<file path="src/rtl/definitions_pkg.sv">
// Shared types for the board input stage: button bit positions and masks,
// the operand register layout and the test selector encoding.
package definitions_pkg;

    // Button bit positions inside the 5-bit button vectors
    localparam int BTNC_IDX = 4;
    localparam int BTNU_IDX = 3;
    localparam int BTND_IDX = 2;
    localparam int BTNL_IDX = 1;
    localparam int BTNR_IDX = 0;

    localparam logic [4:0] BTNC_MASK = 5'b10000;
    localparam logic [4:0] BTNU_MASK = 5'b01000;
    localparam logic [4:0] BTND_MASK = 5'b00100;
    localparam logic [4:0] BTNL_MASK = 5'b00010;
    localparam logic [4:0] BTNR_MASK = 5'b00001;

    typedef enum logic [2:0] {
        LEADING_ONES = 3'd0,
        NUM_ONES     = 3'd1,
        ADD          = 3'd2,
        SUB          = 3'd3,
        MULT         = 3'd4
    } test_selector_t;

    typedef struct packed {
        logic [7:0] hi_byte;
        logic [7:0] lo_byte;
    } ioreg_bytes_t;

    typedef union packed {
        logic [15:0]  word;
        ioreg_bytes_t bytes;
    } ioreg_union_t;

endpackage

</file>
<file path="src/rtl/input_capture.sv">
// Board input capture: synchronizes buttons and switches, debounces the
// buttons, and turns button presses into operand loads, test selection and
// a one-cycle execute request for the downstream stage.
module input_capture
    import definitions_pkg::*;
#(
    parameter int unsigned DEBOUNCE_CYCLES = 1_000_000,
    parameter int unsigned SYNC_STAGES     = 2
) (
    input  logic           clk,
    input  logic           reset,
    input  logic [4:0]     btn_in,
    input  logic [15:0]    sw_in,
    output logic [4:0]     btn_db,
    output logic [4:0]     btn_pulse,
    output ioreg_union_t   ioreg,
    output test_selector_t test_sel,
    output logic           op_start
);

    localparam int CNT_W = (DEBOUNCE_CYCLES > 32'd2) ? $clog2(DEBOUNCE_CYCLES) : 1;
    localparam logic [CNT_W-1:0] CNT_MAX = CNT_W'(DEBOUNCE_CYCLES - 32'd1);

    // Buttons in the top 5 bits, switches in the low 16
    logic [20:0]      sync_q [SYNC_STAGES];
    logic [4:0]       btn_sync_s;
    logic [15:0]      sw_sync_s;

    logic [CNT_W-1:0] cnt_q [5];
    logic [CNT_W-1:0] cnt_d [5];
    logic [4:0]       btn_db_q;
    logic [4:0]       btn_db_d;
    logic [4:0]       btn_prev_q;
    logic [4:0]       pulse_s;

    ioreg_union_t     ioreg_q;
    ioreg_union_t     ioreg_d;
    test_selector_t   sel_q;
    test_selector_t   sel_d;
    logic             op_start_q;
    logic             op_start_d;

    // Synchronizer chain for every raw button and switch bit
    always_ff @(posedge clk) begin
        if (reset) begin
            for (int s = 0; s < SYNC_STAGES; s++) begin
                sync_q[s] <= 21'd0;
            end
        end else begin
            sync_q[0] <= {btn_in, sw_in};
            for (int s = 1; s < SYNC_STAGES; s++) begin
                sync_q[s] <= sync_q[s-1];
            end
        end
    end

    assign btn_sync_s = sync_q[SYNC_STAGES-1][20:16];
    assign sw_sync_s  = sync_q[SYNC_STAGES-1][15:0];

    // Press detection from registered levels only
    assign pulse_s = btn_db_q & ~btn_prev_q;

    // Per-button debounce: count while the synced level differs, accept at the limit
    always_comb begin
        btn_db_d = btn_db_q;
        for (int i = 0; i < 5; i++) begin
            cnt_d[i] = cnt_q[i];
        end
        for (int i = 0; i < 5; i++) begin
            if (btn_sync_s[i] == btn_db_q[i]) begin
                cnt_d[i] = '0;
            end else if (cnt_q[i] == CNT_MAX) begin
                cnt_d[i]    = '0;
                btn_db_d[i] = btn_sync_s[i];
            end else begin
                cnt_d[i] = cnt_q[i] + CNT_W'(1);
            end
        end
    end

    // Pulse-driven updates of operand register, test selector and execute request
    always_comb begin
        ioreg_d    = ioreg_q;
        sel_d      = sel_q;
        op_start_d = pulse_s[BTNC_IDX];
        if (pulse_s[BTNL_IDX]) begin
            ioreg_d.bytes.lo_byte = sw_sync_s[7:0];
        end else begin
            ioreg_d.bytes.lo_byte = ioreg_q.bytes.lo_byte;
        end
        if (pulse_s[BTNR_IDX]) begin
            ioreg_d.bytes.hi_byte = sw_sync_s[15:8];
        end else begin
            ioreg_d.bytes.hi_byte = ioreg_q.bytes.hi_byte;
        end
        if (pulse_s[BTNU_IDX] && !pulse_s[BTND_IDX]) begin
            case (sel_q)
                LEADING_ONES: sel_d = NUM_ONES;
                NUM_ONES:     sel_d = ADD;
                ADD:          sel_d = SUB;
                SUB:          sel_d = MULT;
                MULT:         sel_d = LEADING_ONES;
                default:      sel_d = LEADING_ONES;
            endcase
        end else if (pulse_s[BTND_IDX] && !pulse_s[BTNU_IDX]) begin
            case (sel_q)
                LEADING_ONES: sel_d = MULT;
                NUM_ONES:     sel_d = LEADING_ONES;
                ADD:          sel_d = NUM_ONES;
                SUB:          sel_d = ADD;
                MULT:         sel_d = SUB;
                default:      sel_d = LEADING_ONES;
            endcase
        end else begin
            sel_d = sel_q;
        end
    end

    // State registers; reset overrides any pending pulse-driven update
    always_ff @(posedge clk) begin
        if (reset) begin
            for (int i = 0; i < 5; i++) begin
                cnt_q[i] <= '0;
            end
            btn_db_q      <= 5'd0;
            btn_prev_q    <= 5'd0;
            ioreg_q.word  <= 16'h0000;
            sel_q         <= LEADING_ONES;
            op_start_q    <= 1'b0;
        end else begin
            for (int i = 0; i < 5; i++) begin
                cnt_q[i] <= cnt_d[i];
            end
            btn_db_q      <= btn_db_d;
            btn_prev_q    <= btn_db_q;
            ioreg_q       <= ioreg_d;
            sel_q         <= sel_d;
            op_start_q    <= op_start_d;
        end
    end

    assign btn_db    = btn_db_q;
    assign btn_pulse = pulse_s;
    assign ioreg     = ioreg_q;
    assign test_sel  = sel_q;
    assign op_start  = op_start_q;

endmodule

</file>
<file path="config.mk">
export PLATFORM = sky130hd
export DESIGN_NAME = input_capture
export DESIGN_NICKNAME = d
export VERILOG_FILES = /design/src/rtl/definitions_pkg.sv /design/src/rtl/input_capture.sv
export SDC_FILE = /design/constraint.sdc
export NUM_CORES = 1
export LEC_CHECK = 0
export BUFFER_PORTS_ARGS = -buffer_cell sky130_fd_sc_hd__buf_2
export CAP_MARGIN = 20
export CORE_ASPECT_RATIO = 1.75
export CORE_UTILIZATION = 64
export CTS_CLUSTER_SIZE = 14
export DETAILED_ROUTE_END_ITERATION = 8
export GPL_TIMING_DRIVEN = 1
export HOLD_SLACK_MARGIN = 0.15
export PLACE_DENSITY = 0.89
export SETUP_SLACK_MARGIN = 0.15
export SYNTH_ARGS = -nofsm -noshare
export SYNTH_HDL_FRONTEND = slang
export SYNTH_SLANG_ARGS = --single-unit
</file>
<file path="constraint.sdc">
create_clock -name clk -period 4.1 [get_ports clk]
set_input_delay 0 -clock clk [delete_from_list [all_inputs] [get_ports clk]]
set_output_delay 0 -clock clk [all_outputs]
set_load 0.02 [all_outputs]
</file>
==> summary.md <==
| Metric | Value |
|---|---|
| Status | `complete, no violations` |
| DRC violations left | `0` |
| Leak | `2.76 nW` |
| Final Hold Viols | `0` |
| Dominant cell type by area after synthesis | `dfxtp_1` |
| Post-Synthesis Cell Area | `6790 um2` |
| Total gr overflow | `0` |
| Post-DP HPWL | `9340 um` |
| Ys Warns | `0` |
| Critical path, cell by cell | `or4b_1, or4_4, o21ai_4, nor2_1` |
| Post-Syn Nets | `769` |
| Die area | `11000 um2` |
| Slew @ Worst Pin | `606 ps` |
| Fillers | `648` |
| Flops & latches, synth | `172` |
| Via count | `5631` |
| Die X | `79.9 um` |
| Fraction of layout cells with a size suffix above 1 | `12.4%` |
| Antenna Violating Nets Remaining | `0` |
| CTS Buffer Depth | `2` |
| Post-synth EDFFs | `0` |
| Stages on the worst setup path | `4` |
| Largest stage delay, worst path | `590 ps` |
| # Post-CTS Setup Buffers | `0` |
| Hold Path Depth | `3` |
| Most frequent cells in the layout | `dfxtp_1 (172), nor2_1 (85), nand2_1 (56)` |
| Clock slew at reported path FFs | `60 ps` |
| H-tree Lvls | `4` |
| Fin crit period | `2200 ps` |
| Nets | `854` |
| Synth area leaders | `dfxtp_1 (51%), xnor2_1 (5.5%), nor2_1 (4.7%)` |
| Clock Skews | `7.19 ps` |
| Clk_lat worst skew | `420 ps` |
| Max transition margin | `59.6%` |
| Reg2reg start | `cnt_q[0][50]` |
| Final Max Tran Viols | `0` |
| PortBufs | `52` |
| Critical path origin | `cnt_q[0][50]` |
| Ant diodes | `0` |
| Startpoint Class | `register` |
| Routed len/inst | `16.0 um` |
| Largest fanout on the critical path | `19` |
| Clock tree sinks | `172` |
| Largest net degree at the start of global routing | `48` |
| Area Overhead vs Synth | `18.1%` |
| Post-CTS sizing | `0` |
| Setup violators final | `0` |
| Setup TNS | `0 ps` |
| Pwr Density | `408 nW/um2` |
| Yosys top cell area share | `50.7%` |
| Critical path endpoint category | `register` |
| CTS tree | `done` |
| Gp weighted congestion | `0.826` |
| Crit share post-route | `53.6%` |
| Most common cell after layout, fill and taps aside | `dfxtp_1` |
| Cell Rows | `49` |
| TritonCTS Buffers | `17` |
| Buf/Inv on CP | `0` |
| Main flop type after synthesis | `dfxtp_1` |
| Syn Area/Cell | `9.18 um2` |
| GRT Resource Usage Total | `29.6%` |
| Crit-path slowest cell | `or4_4` |
| Ys async rst share | `0%` |
| FF-to-FF path depth | `4` |
| Worst min path class | `input pin to register` |
| Worst hold start | `sw_in[4]` |
| Root buf cell | `clkbuf_16` |
| Critical path arrival | `2480 ps` |
| CP delay by family, top | `simple AND/OR/NAND/NOR gates` |
| Initial Utilization | `66.0%` |
| 1st-iter DRT viols | `366` |
| Required time of the worst setup path | `4380 ps` |
| Chip Height | `138 um` |
| Core region area | `10300 um2` |
| Distinct cell type count after synthesis | `46` |
| Max cap viols | `0` |
| 1st-pass router iterations | `5` |
| Initial antenna violation count | `0` |
| Worst Path Class, Setup | `register to register` |
| Core Util, Final | `77.9%` |
| Via/cell ratio | `5.84` |
| Vias in the first global route | `5756` |
| Syn Inst Count | `740` |
| I/O pin count | `53` |
| Sequential-to-total area share from yosys stat | `50.7%` |
| Worst VDD drop | `0.373 mV` |
| Max Freq | `0.455 GHz` |
| First-pass GRT wire length | `25600 um` |
| RSZ-0062 raised after global routing | `false` |
| Post-Route WL | `15500 um` |
registers in the layout, summed over array words and instances (netlist names):
signal and flops:
cnt_q 100, sync_q 42, ioreg 16, btn_db 5, btn_prev_q 5, test_sel 3, op_start 1
stage by stage:
stage	setup slack [ps]	total power [mW]	instance area (um2)	hold WS [ps]	cells
2_1_floorplan	2170	1.77	6790	128	740
3_3_place_gp	1910	1.78	7110	209	897
3_5_place_dp	1740	1.79	7110	218	897
4_1_cts	1640	3.27	8010	318	964
5_1_grt	1840	3.38	8020	342	965
6_report	1900	3.27	8020	337	965
per-layer routing:
metal  wire [um]  vias up  global-route usage, %
met5           0        -                      0
met4         556        0                   16.3
met3         575       62                   7.13
met2        8550      173                   54.1
met1        5770     2683                   29.6
li1            -     2713                      -
cell type report:
class                      count  area (um2)  share of cell area (%)
clock buffer                  17         425                    5.30
multi-input combinational    518        3140                    39.1
inverter                      26        97.6                    1.22
clock inverter                15         125                    1.56
timing repair buffer          90         633                    7.89
tap                          127         159                    1.98
sequential                   172        3440                    42.9
worst min-delay path, cell delays in order:
cell and delay [ps]:
dlygate4sd3_1 520, buf_2 90, nor2b_1 110
cell usage after synthesis, drive strengths merged, types with 2 or more instances:
cell      n
nor2     85
nor2b    50
nand4    30
nand2    56
buf       5
dfxtp   172
nand3b    2
inv      24
xnor2    43
nor3     19
or4b      4
or2       3
and3      6
clkinv    2
a21oi    44
o31ai     7
and4      7
a31o      3
nand2b    5
o21a      2
nor3b     2
or3      18
o21ai    20
xor2     32
clkbuf   19
or4      15
nor4     15
nor4b     3
nand3    31
nand4b    2
ha        6
o21ba     2
kinds of logic (layout without fill, tap and decap cells):
logic type / count (synthesis) / after routing / share of synthesized area (%)
XOR/XNOR: 75 / 75 / 9.67
buffers and inverters: 50 / 148 / 3.13
adder cells (fa/ha/maj): 6 / 6 / 1.10
AND/OR/NAND/NOR: 356 / 356 / 28.2
flip-flops: 172 / 172 / 50.7
AO/OA/AOI/OAI: 81 / 81 / 7.20
worst paths after layout:
kind	slack (ps)	to
setup / recovery	1900	cnt_q[0][46]
hold reg to reg	440	sync_q[0][32]
setup reg to reg	1900	cnt_q[0][46]
hold / removal	340	sync_q[0][4]
timing repair:
item / CTS / global route
hold buffers: 35 / 0
endpoints found under the setup margin: 0 / 0
endpoints found under the hold margin: 31 / 0
power breakdown:
part           internal (mW)  switching [mW]
clock                  0.832           0.658
combinational         0.0441          0.0351
sequential              1.69         0.00837
total                   2.57           0.702
No activity file was read; power rests on OpenSTA's default activity.
